===== src/rtl/edge_pe_fetch.sv =====
`default_nettype none
// ============================================================================
// Module      : edge_pe_fetch
// Description : Per-PE edge-task front end. Accepts one task (base address,
//               packet count, replay iteration) while idle and fetches the
//               task's packets from the shared edge SRAM under a req/grant
//               handshake. Fetched packets are buffered in a small FIFO and
//               streamed to the Edge PE datapath.
//
// Ports       : clk        - single clock, all state on the rising edge
//               reset      - asynchronous, active-low clear
//               task_*     - task offer from the reservation station
//               pe_idle    - PE ready for a new task
//               mem_req    - edge SRAM bus request (held for the whole fetch)
//               mem_grant  - edge SRAM bus grant
//               mem_rd_en  - read strobe, mem_addr - read address
//               mem_rdata  - read data, valid one cycle after mem_rd_en
//               out_*      - FIFO head towards the PE datapath
//               out_ready  - datapath consumes the head when high
//
// Revision    : 1.0 - initial release
// ============================================================================
module edge_pe_fetch #(
    parameter int ADDR_W     = 10,
    parameter int DATA_W     = 64,
    parameter int CNT_W      = 6,
    parameter int ITER_W     = 2,
    parameter int FIFO_DEPTH = 4
) (
    input  logic              clk,
    input  logic              reset,
    input  logic              task_valid,
    input  logic [ADDR_W-1:0] task_addr,
    input  logic [CNT_W-1:0]  task_num,
    input  logic [ITER_W-1:0] task_iter,
    output logic              pe_idle,
    output logic              mem_req,
    input  logic              mem_grant,
    output logic              mem_rd_en,
    output logic [ADDR_W-1:0] mem_addr,
    input  logic [DATA_W-1:0] mem_rdata,
    output logic              out_valid,
    output logic [DATA_W-1:0] out_data,
    output logic [ITER_W-1:0] out_iter,
    output logic              out_last,
    input  logic              out_ready
);

    localparam int c_ptr_w = $clog2(FIFO_DEPTH);
    localparam int c_occ_w = c_ptr_w + 1;
    localparam logic [c_occ_w-1:0] c_depth = c_occ_w'(FIFO_DEPTH);

    typedef enum logic [1:0] {
        S_IDLE  = 2'd0,
        S_FETCH = 2'd1,
        S_DRAIN = 2'd2
    } state_t;

    state_t              r_state;
    state_t              w_state_next;

    logic [ADDR_W-1:0]   r_addr;
    logic [CNT_W-1:0]    r_remaining;
    logic [ITER_W-1:0]   r_iter;
    logic                r_inflight;       // read issued last cycle, data on mem_rdata now
    logic                r_inflight_last;  // that read was the task's final one

    logic [DATA_W-1:0]   r_fifo_data [FIFO_DEPTH];
    logic [FIFO_DEPTH-1:0] r_fifo_last;
    logic [c_ptr_w-1:0]  r_wr_ptr;
    logic [c_ptr_w-1:0]  r_rd_ptr;
    logic [c_occ_w-1:0]  r_count;

    logic                w_accept;
    logic                w_credit_ok;
    logic                w_final_issue;
    logic                w_push;
    logic                w_pop;
    logic                w_fifo_empty;

    assign w_fifo_empty  = (r_count == '0);
    // An outstanding read already owns a slot, so it is counted against the
    // free space; this is what makes FIFO overflow impossible.
    assign w_credit_ok   = ((r_count + c_occ_w'(r_inflight)) < c_depth);
    assign w_push        = r_inflight;
    assign w_pop         = out_ready & ~w_fifo_empty;
    assign w_final_issue = mem_rd_en & (r_remaining == CNT_W'(1));

    // ------------------------------------------------------------------
    // FSM next-state and control outputs
    // ------------------------------------------------------------------
    always_comb begin
        w_state_next = r_state;
        pe_idle      = 1'b0;
        mem_req      = 1'b0;
        mem_rd_en    = 1'b0;
        w_accept     = 1'b0;
        case (r_state)
            S_IDLE: begin
                pe_idle = 1'b1;
                // A null task is consumed here without leaving IDLE.
                if (task_valid && (task_num != '0)) begin
                    w_accept     = 1'b1;
                    w_state_next = S_FETCH;
                end
            end
            S_FETCH: begin
                mem_req   = 1'b1;
                mem_rd_en = mem_grant & w_credit_ok & (r_remaining != '0);
                if (mem_rd_en && (r_remaining == CNT_W'(1))) begin
                    w_state_next = S_DRAIN;
                end
            end
            S_DRAIN: begin
                // Leave on the cycle the last entry is popped so pe_idle is
                // back the very next cycle.
                if (!r_inflight &&
                    (w_fifo_empty || ((r_count == c_occ_w'(1)) && out_ready))) begin
                    w_state_next = S_IDLE;
                end
            end
            default: begin
                w_state_next = S_IDLE;
            end
        endcase
    end

    // ------------------------------------------------------------------
    // Control and FIFO bookkeeping state
    // ------------------------------------------------------------------
    always_ff @(posedge clk or negedge reset) begin
        if (!reset) begin
            r_state         <= S_IDLE;
            r_addr          <= '0;
            r_remaining     <= '0;
            r_iter          <= '0;
            r_inflight      <= 1'b0;
            r_inflight_last <= 1'b0;
            r_fifo_last     <= '0;
            r_wr_ptr        <= '0;
            r_rd_ptr        <= '0;
            r_count         <= '0;
        end else begin
            r_state <= w_state_next;

            if (w_accept) begin
                r_addr      <= task_addr;
                r_remaining <= task_num;
                r_iter      <= task_iter;
            end else if (mem_rd_en) begin
                r_addr      <= r_addr + ADDR_W'(1);
                r_remaining <= r_remaining - CNT_W'(1);
            end

            r_inflight      <= mem_rd_en;
            r_inflight_last <= w_final_issue;

            if (w_push) begin
                r_fifo_last[r_wr_ptr] <= r_inflight_last;
                r_wr_ptr              <= r_wr_ptr + c_ptr_w'(1);
            end
            if (w_pop) begin
                r_rd_ptr <= r_rd_ptr + c_ptr_w'(1);
            end

            case ({w_push, w_pop})
                2'b10:   r_count <= r_count + c_occ_w'(1);
                2'b01:   r_count <= r_count - c_occ_w'(1);
                default: r_count <= r_count;
            endcase
        end
    end

    // Packet storage needs no reset: the head is masked while the FIFO is empty.
    always_ff @(posedge clk) begin
        if (w_push) begin
            r_fifo_data[r_wr_ptr] <= mem_rdata;
        end
    end

    assign mem_addr  = r_addr;
    assign out_valid = ~w_fifo_empty;
    assign out_data  = out_valid ? r_fifo_data[r_rd_ptr] : '0;
    assign out_last  = out_valid & r_fifo_last[r_rd_ptr];
    assign out_iter  = r_iter;

endmodule
`default_nettype wire


===== config.mk =====
export PLATFORM = sky130hd
export DESIGN_NAME = edge_pe_fetch
export DESIGN_NICKNAME = d
export VERILOG_FILES = /design/src/rtl/edge_pe_fetch.sv
export SDC_FILE = /design/constraint.sdc
export NUM_CORES = 1
export LEC_CHECK = 0
export BUFFER_PORTS_ARGS = -buffer_cell sky130_fd_sc_hd__buf_2
export CAP_MARGIN = 20
export CELL_PAD_IN_SITES_DETAIL_PLACEMENT = 0
export CELL_PAD_IN_SITES_GLOBAL_PLACEMENT = 1
export CORE_AREA = 5 5 160 162
export CTS_CLUSTER_SIZE = 16
export DETAILED_ROUTE_END_ITERATION = 10
export DIE_AREA = 0 0 165 167
export PLACE_DENSITY = 0.84
export SLEW_MARGIN = 25
export SYNTH_ARGS = -nofsm -noshare
export SYNTH_HDL_FRONTEND = slang
export SYNTH_SLANG_ARGS = --single-unit

===== constraint.sdc =====
create_clock -name clk -period 3.4 [get_ports clk]
set_clock_uncertainty 0.2 [all_clocks]
set_input_delay 0.17 -clock clk [delete_from_list [all_inputs] [get_ports clk]]
set_output_delay 0.17 -clock clk [all_outputs]
set_load 0.1 [all_outputs]

==> key figures, run 1 <==
CTS
  – Clk sinks: 289
  – H-tree Lvls: 1
  – Num CTS Buffers: 28
  – CTS tree: yes
  – Worst-Skew Late Latency: 530 ps
  – Clock Tree Buf Depth: 3
  – Setup bufs post-CTS: 0
  – CTS root buffer: clkbuf_16
  – Clock slew at reported path FFs: 60 ps

Worst setup path
  – Crit-path cells: inv_1 -> ha_1 -> nand2b_2 -> buf_4 -> and2_1 -> buf_2
  – Slowest-stage cell, CP: dfrtp_1
  – CP bufs+invs: 3
  – Max stage delay on crit path: 440 ps
  – CP Capture Type: primary output
  – Critical path class: flop to primary output
  – Top Family by Delay on Critical Path: buffers and inverters
  – Worst setup SP type: flop
  – Maximum fanout along the worst path: 31
  – Worst EP required: slightly above 3000 ps
  – Critical path arrival: 2730 ps

Synth
  – Synth warn: 0
  – Leading area contributor after synthesis: edfxtp_1
  – Mapped cell area: 11600 um2
  – Post-synthesis cell count: 597
  – FFs w/ async S/R, synth: 11.4%
  – Synth cell types: roughly 50
  – Yosys reg bits: ~290
  – Mapped Nets: approximately 700
  – Average size of a mapped cell: 19.4 um2
  – Top_reg_cell synth: edfxtp_1
  – Sequential area share after synthesis: 73.6%
  – Synth area leaders: edfxtp_1 (67%), mux4_2 (13%), dfrtp_1 (7.1%), and2_1 (3.8%), ha_1 (1.3%)
  – Post-synth EDFFs: 256
  – Top cell type's share of synthesized area: 66.5%

Final layout
  – Final cell count without fillers: 1215
  – Commonest non-fill, non-tap cell in the layout: edfxtp_1
  – Fraction of layout cells with a size suffix above 1: between 30% and 40%
  – Layout area overhead: 26.7%
  – Commonest non-fill, non-tap cells in the layout: edfxtp_1 (256), buf_2 (167), dlygate4sd3_1 (94)
  – ANT cells: 0
  – Nets: 970
  – Fill count: 1704
  – Multi-input logic area: between 2000 and 3000 um2
  – Reg area: 8520 um2

Routing
  – Final wirelength: 24500 um
  – Vias per cell: about 5.4
  – Post-route ant nets: 0
  – 1st-iter DRT viols: approximately 360
  – Vias: 6539
  – WL per Instance: 20.2 um
  – First-pass DRT Iterations: 5
  – Drt drc: 0

Placement
  – Cells after DPL: approximately 1100
  – Buffers on Ports: 167
  – GP Congestion: around 0.87
  – Hpwl dp: around 15000 um

Hold path
  – Min-delay worst type: primary input to flop

Timing
  – Max_slew headroom: around a third
  – Final slew viol count: 0
  – RSZ-0062 raised after global routing: false
  – Period Utilization, post-route: 91.2%
  – Final hold vios: 0
  – Final setup vio count: 0
  – Min Tclk post-route: 3100 ps
  – Worst-Margin Slew: 991 ps
  – F_max: between 0.3 and 0.4 GHz
  – Sum Neg Setup Slack: 0 ps

Flow run
  – Max Cap Viol: 0

GRT
  – Global-route wire length before repair: 38500 um
  – Vias in the first global route: 7140
  – Pin count of the biggest net entering global routing: 67
  – Initial antenna violation count: 2
  – GRT Total Usage: 17.7%
  – GRT overflow: 0

Die
  – Total core area: around 24000 um2
  – Die extent in y: 167 um
  – Num rows: 57
  – Num ports: 168
  – Die width: ~170 um
  – Area of the die: around 28000 um2
  – Initial Util: 48.2%

Status
  – Outcome: finished, final reports clean
cell families (layout without fill, tap and decap cells):
logic type	Yosys count	in the layout	share of synthesized area, %
xor+xnor	7	7	0.530
flops	289	289	73.6
mux	72	72	13.4
simple gates	142	142	7.00
fa+ha+maj	12	12	1.30
compound gates	37	37	2.62
buf+inv	38	332	1.47
layer usage:
| layer | up-vias | track usage (%) | part of all wire (%) |
|---|---|---|---|
| met5 | - | 0 | 0.045 |
| met4 | 2 | 3.04 | 1.2 |
| met3 | 28 | 3.19 | 7.3 |
| met2 | 273 | 30.5 | 51 |
| met1 | 3307 | 23.9 | 40 |
| li1 | 2929 | - | - |
flip-flops by register name, indices dropped and copies added (netlist names):
signal	flops
mem_addr	10
out_iter	2
r_count	3
r_fifo_data	256
r_fifo_last	4
r_inflight	1
r_inflight_last	1
r_rd_ptr	2
r_remaining	6
r_state	2
r_wr_ptr	2
worst min-delay path: cells and delay by family:
family	cells	cell delay [ps]
compound gates	2	310
buf+inv	1	130
simple gates	1	120
final timing paths:
check	cells after the start	slack (ps)	from	end
min reg2reg	2	300	out_iter[0]	out_iter[0]
min in group asynchronous	2	50	reset	r_remaining[3]
max	6	300	r_count[0]	out_data[57]
min	4	40	task_valid	mem_addr[1]
max reg2reg	6	510	r_state[1]	r_remaining[4]
max in group asynchronous	2	2360	reset	r_rd_ptr[0]
cell type report:
type	count	share of cell area (%)
Clock buffer	32	5.03
Clock inverter	18	1.03
Inverter	9	0.231
Multi-Input combinational cell	270	19.7
Sequential cell	289	58.2
Tap cell	324	2.77
Timing Repair Buffer	273	13.0
cell usage after synthesis, types with 3 or more instances:
master      n
nor2_1     16
a31oi_1     5
xor2_1      3
clkbuf_1   14
xnor2_1     4
ha_1       12
or4_1       5
nor3_1      5
and2_1     71
a21oi_1     3
inv_1       9
nand3_1     8
buf_2      10
edfxtp_1  256
a311oi_1    3
nand2_1    22
mux4_2     65
dfrtp_1    33
mux2_2      4
o31ai_1     6
nand4_1     4
metrics by stage:
| stage | area, um2 | utilization (%) | hold slack, ps | setup slack [ps] |
|---|---|---|---|---|
| 3_5_place_dp | 12800 | 53.5 | 92.5 | 844 |
| 6_report | 14600 | 61.1 | 44.9 | 300 |
| 3_3_place_gp | 12800 | 53.5 | 73.0 | 938 |
| 4_1_cts | 14600 | 61.1 | 4.79 | 243 |
| 2_1_floorplan | 11600 | - | -326 | 150 |
| 5_1_grt | 14600 | 61.1 | 55.7 | 130 |
timing repair:
item | in CTS | in global routing
endpoints found under the hold margin | 312 | 0
gates resized for setup | 0 | 0
endpoints found under the setup margin | 0 | 0
hold buffers | 94 | 0
Power of run 1 is not shown: default switching activity piles up to over one toggle a cycle in this logic, so the estimate is an artifact.
==> inputs of run 2 (changes only) <==
--- a/config.mk
+++ b/config.mk
@@ -9,10 +9,10 @@
 export CAP_MARGIN = 20
 export CELL_PAD_IN_SITES_DETAIL_PLACEMENT = 0
 export CELL_PAD_IN_SITES_GLOBAL_PLACEMENT = 1
-export CORE_AREA = 5 5 160 162
+export CORE_AREA = 5 5 168 154
 export CTS_CLUSTER_SIZE = 16
 export DETAILED_ROUTE_END_ITERATION = 10
-export DIE_AREA = 0 0 165 167
+export DIE_AREA = 0 0 173 159
 export PLACE_DENSITY = 0.84
 export SLEW_MARGIN = 25
 export SYNTH_ARGS = -nofsm -noshare
==> key figures, run 2 (synthesis gave the netlist of run 1 again) <==
Routing
  – WL per Instance: 20.5 um
  – Vias: between 6000 and 7000
  – Post-route ant nets: 0
  – First-pass DRT Iterations: 4
  – Drt drc: 0
  – Final wirelength: 24700 um
  – Vias per cell: around 5.5
  – 1st-iter DRT viols: 512

Placement
  – Hpwl dp: 15200 um
  – GP Congestion: 0.869
  – Dpl ws: 861 ps
  – Buffers on Ports: 167
  – Cells after DPL: 1056

Timing
  – Sum Neg Setup Slack: 0 ps
  – Max_slew headroom: 33.1%
  – Worst-Margin Slew: 1000 ps
  – Period Utilization, post-route: between 90% and 100%
  – Min Tclk post-route: 3060 ps
  – F_max: ~0.33 GHz
  – Final hold vios: 0
  – Worst Slack Setup Final: between 300 and 400 ps
  – Final slew viol count: 0
  – Final setup vio count: 0
  – RSZ-0062 raised after global routing: false

Die
  – Initial Util: between 40% and 50%
  – Area of the die: 27500 um2
  – Die extent in y: 159 um
  – Total core area: ~24000 um2
  – Num ports: 168
  – Num rows: 54
  – Die width: 173 um

CTS
  – Clock slew at reported path FFs: 60 ps
  – Num CTS Buffers: 29
  – Worst-Skew Late Latency: 520 ps
  – Clock Tree Buf Depth: 3
  – Setup bufs post-CTS: 0
  – Clk sinks: 289
  – CTS tree: yes
  – H-tree Lvls: 1
  – CTS root buffer: clkbuf_16

Worst setup path
  – CP Capture Type: primary output
  – Worst EP required: between 3000 and 4000 ps
  – Critical path arrival: 2690 ps
  – Critical path class: flop to primary output
  – Maximum fanout along the worst path: 8
  – Worst setup SP type: flop

GRT
  – Pin count of the biggest net entering global routing: 67
  – Initial antenna violation count: 1
  – Global-route wire length before repair: 39900 um
  – GRT overflow: 0
  – Vias in the first global route: roughly 7100
  – GRT Total Usage: between 10% and 20%

Final layout
  – Commonest non-fill, non-tap cells in the layout: edfxtp_1 (256), buf_2 (167), dlygate4sd3_1 (93)
  – Commonest non-fill, non-tap cell in the layout: edfxtp_1
  – Layout area overhead: 26.9%
  – Final cell count without fillers: 1203
  – Largest Register: r_fifo_data
  – Fraction of layout cells with a size suffix above 1: around 34%
  – Nets: 971
  – Max reg flops: 256

Status
  – Outcome: finished, final reports clean

Flow run
  – Max Cap Viol: 0

Hold path
  – Min-delay worst type: primary input to flop
==> run 2: changes by cell type in the layout (fill, tap and decap cells not counted), sizes merged <==
cell / previous run / this run
buf: 179 / 180
dlygate4sd3: 94 / 93
clkbuf: 32 / 41
inv: 9 / 10
diode: 0 / 1
clkinv: 14 / 7
==> run 2: worst paths after layout <==
| kind | start | endpoint | cells after the start | slack, ps |
|---|---|---|---|---|
| max in group asynchronous | reset | r_rd_ptr[1] | 2 | 2350 |
| min in group asynchronous | reset | r_remaining[1] | 2 | 70 |
| setup reg to reg | r_inflight | r_remaining[0] | 5 | 500 |
| hold reg to reg | out_iter[0] | out_iter[0] | 2 | 290 |
| setup / recovery | r_remaining[0] | mem_rd_en | 6 | 340 |
| hold / removal | task_valid | r_remaining[2] | 4 | 40 |
==> run 2: critical path, cell delays in order (launching register included) <==
cell and delay (ps):
dfrtp_1 430, inv_1 90, ha_1 270, nor3b_2 210, and2_1 250, nor2_1 400, buf_2 520
==> run 2: final cells by class <==
type	count	area [um2]
sequential	289	8520
antenna	1	2.50
fill	1744	9240
multi-input combinational	270	2890
clock inverter	12	143
tap	308	385
inverter	9	33.8
timing repair buffer	273	1890
clock buffer	41	811
==> run 2: what timing repair did <==
action / CTS / global route
hold buffers: 93 / 0
gates resized for setup: 0 / 0
hold endpoints to repair: 312 / 0
==> run 2: metal layers <==
metal / track usage, % / share of wire (%) / vias up
li1: - / - / 2944
met1: 24.1 / 42 / 3362
met2: 31.1 / 51 / 256
met3: 3.56 / 6.2 / 33
met4: 3.48 / 1.5 / 0
met5: 0 / 0 / -
==> run 2: stage by stage <==
step | hold WS, ps | instance area, um2 | util, %
6_report | 38.7 | 14700 | 61.4
5_1_grt | 39.1 | 14700 | 61.4
4_1_cts | 10.7 | 14700 | 61.3
3_5_place_dp | 89.6 | 12800 | 53.5
3_3_place_gp | 72.7 | 12800 | 53.5
2_1_floorplan | -326 | 11600 | -
Power of run 2 is left out for the same reason.
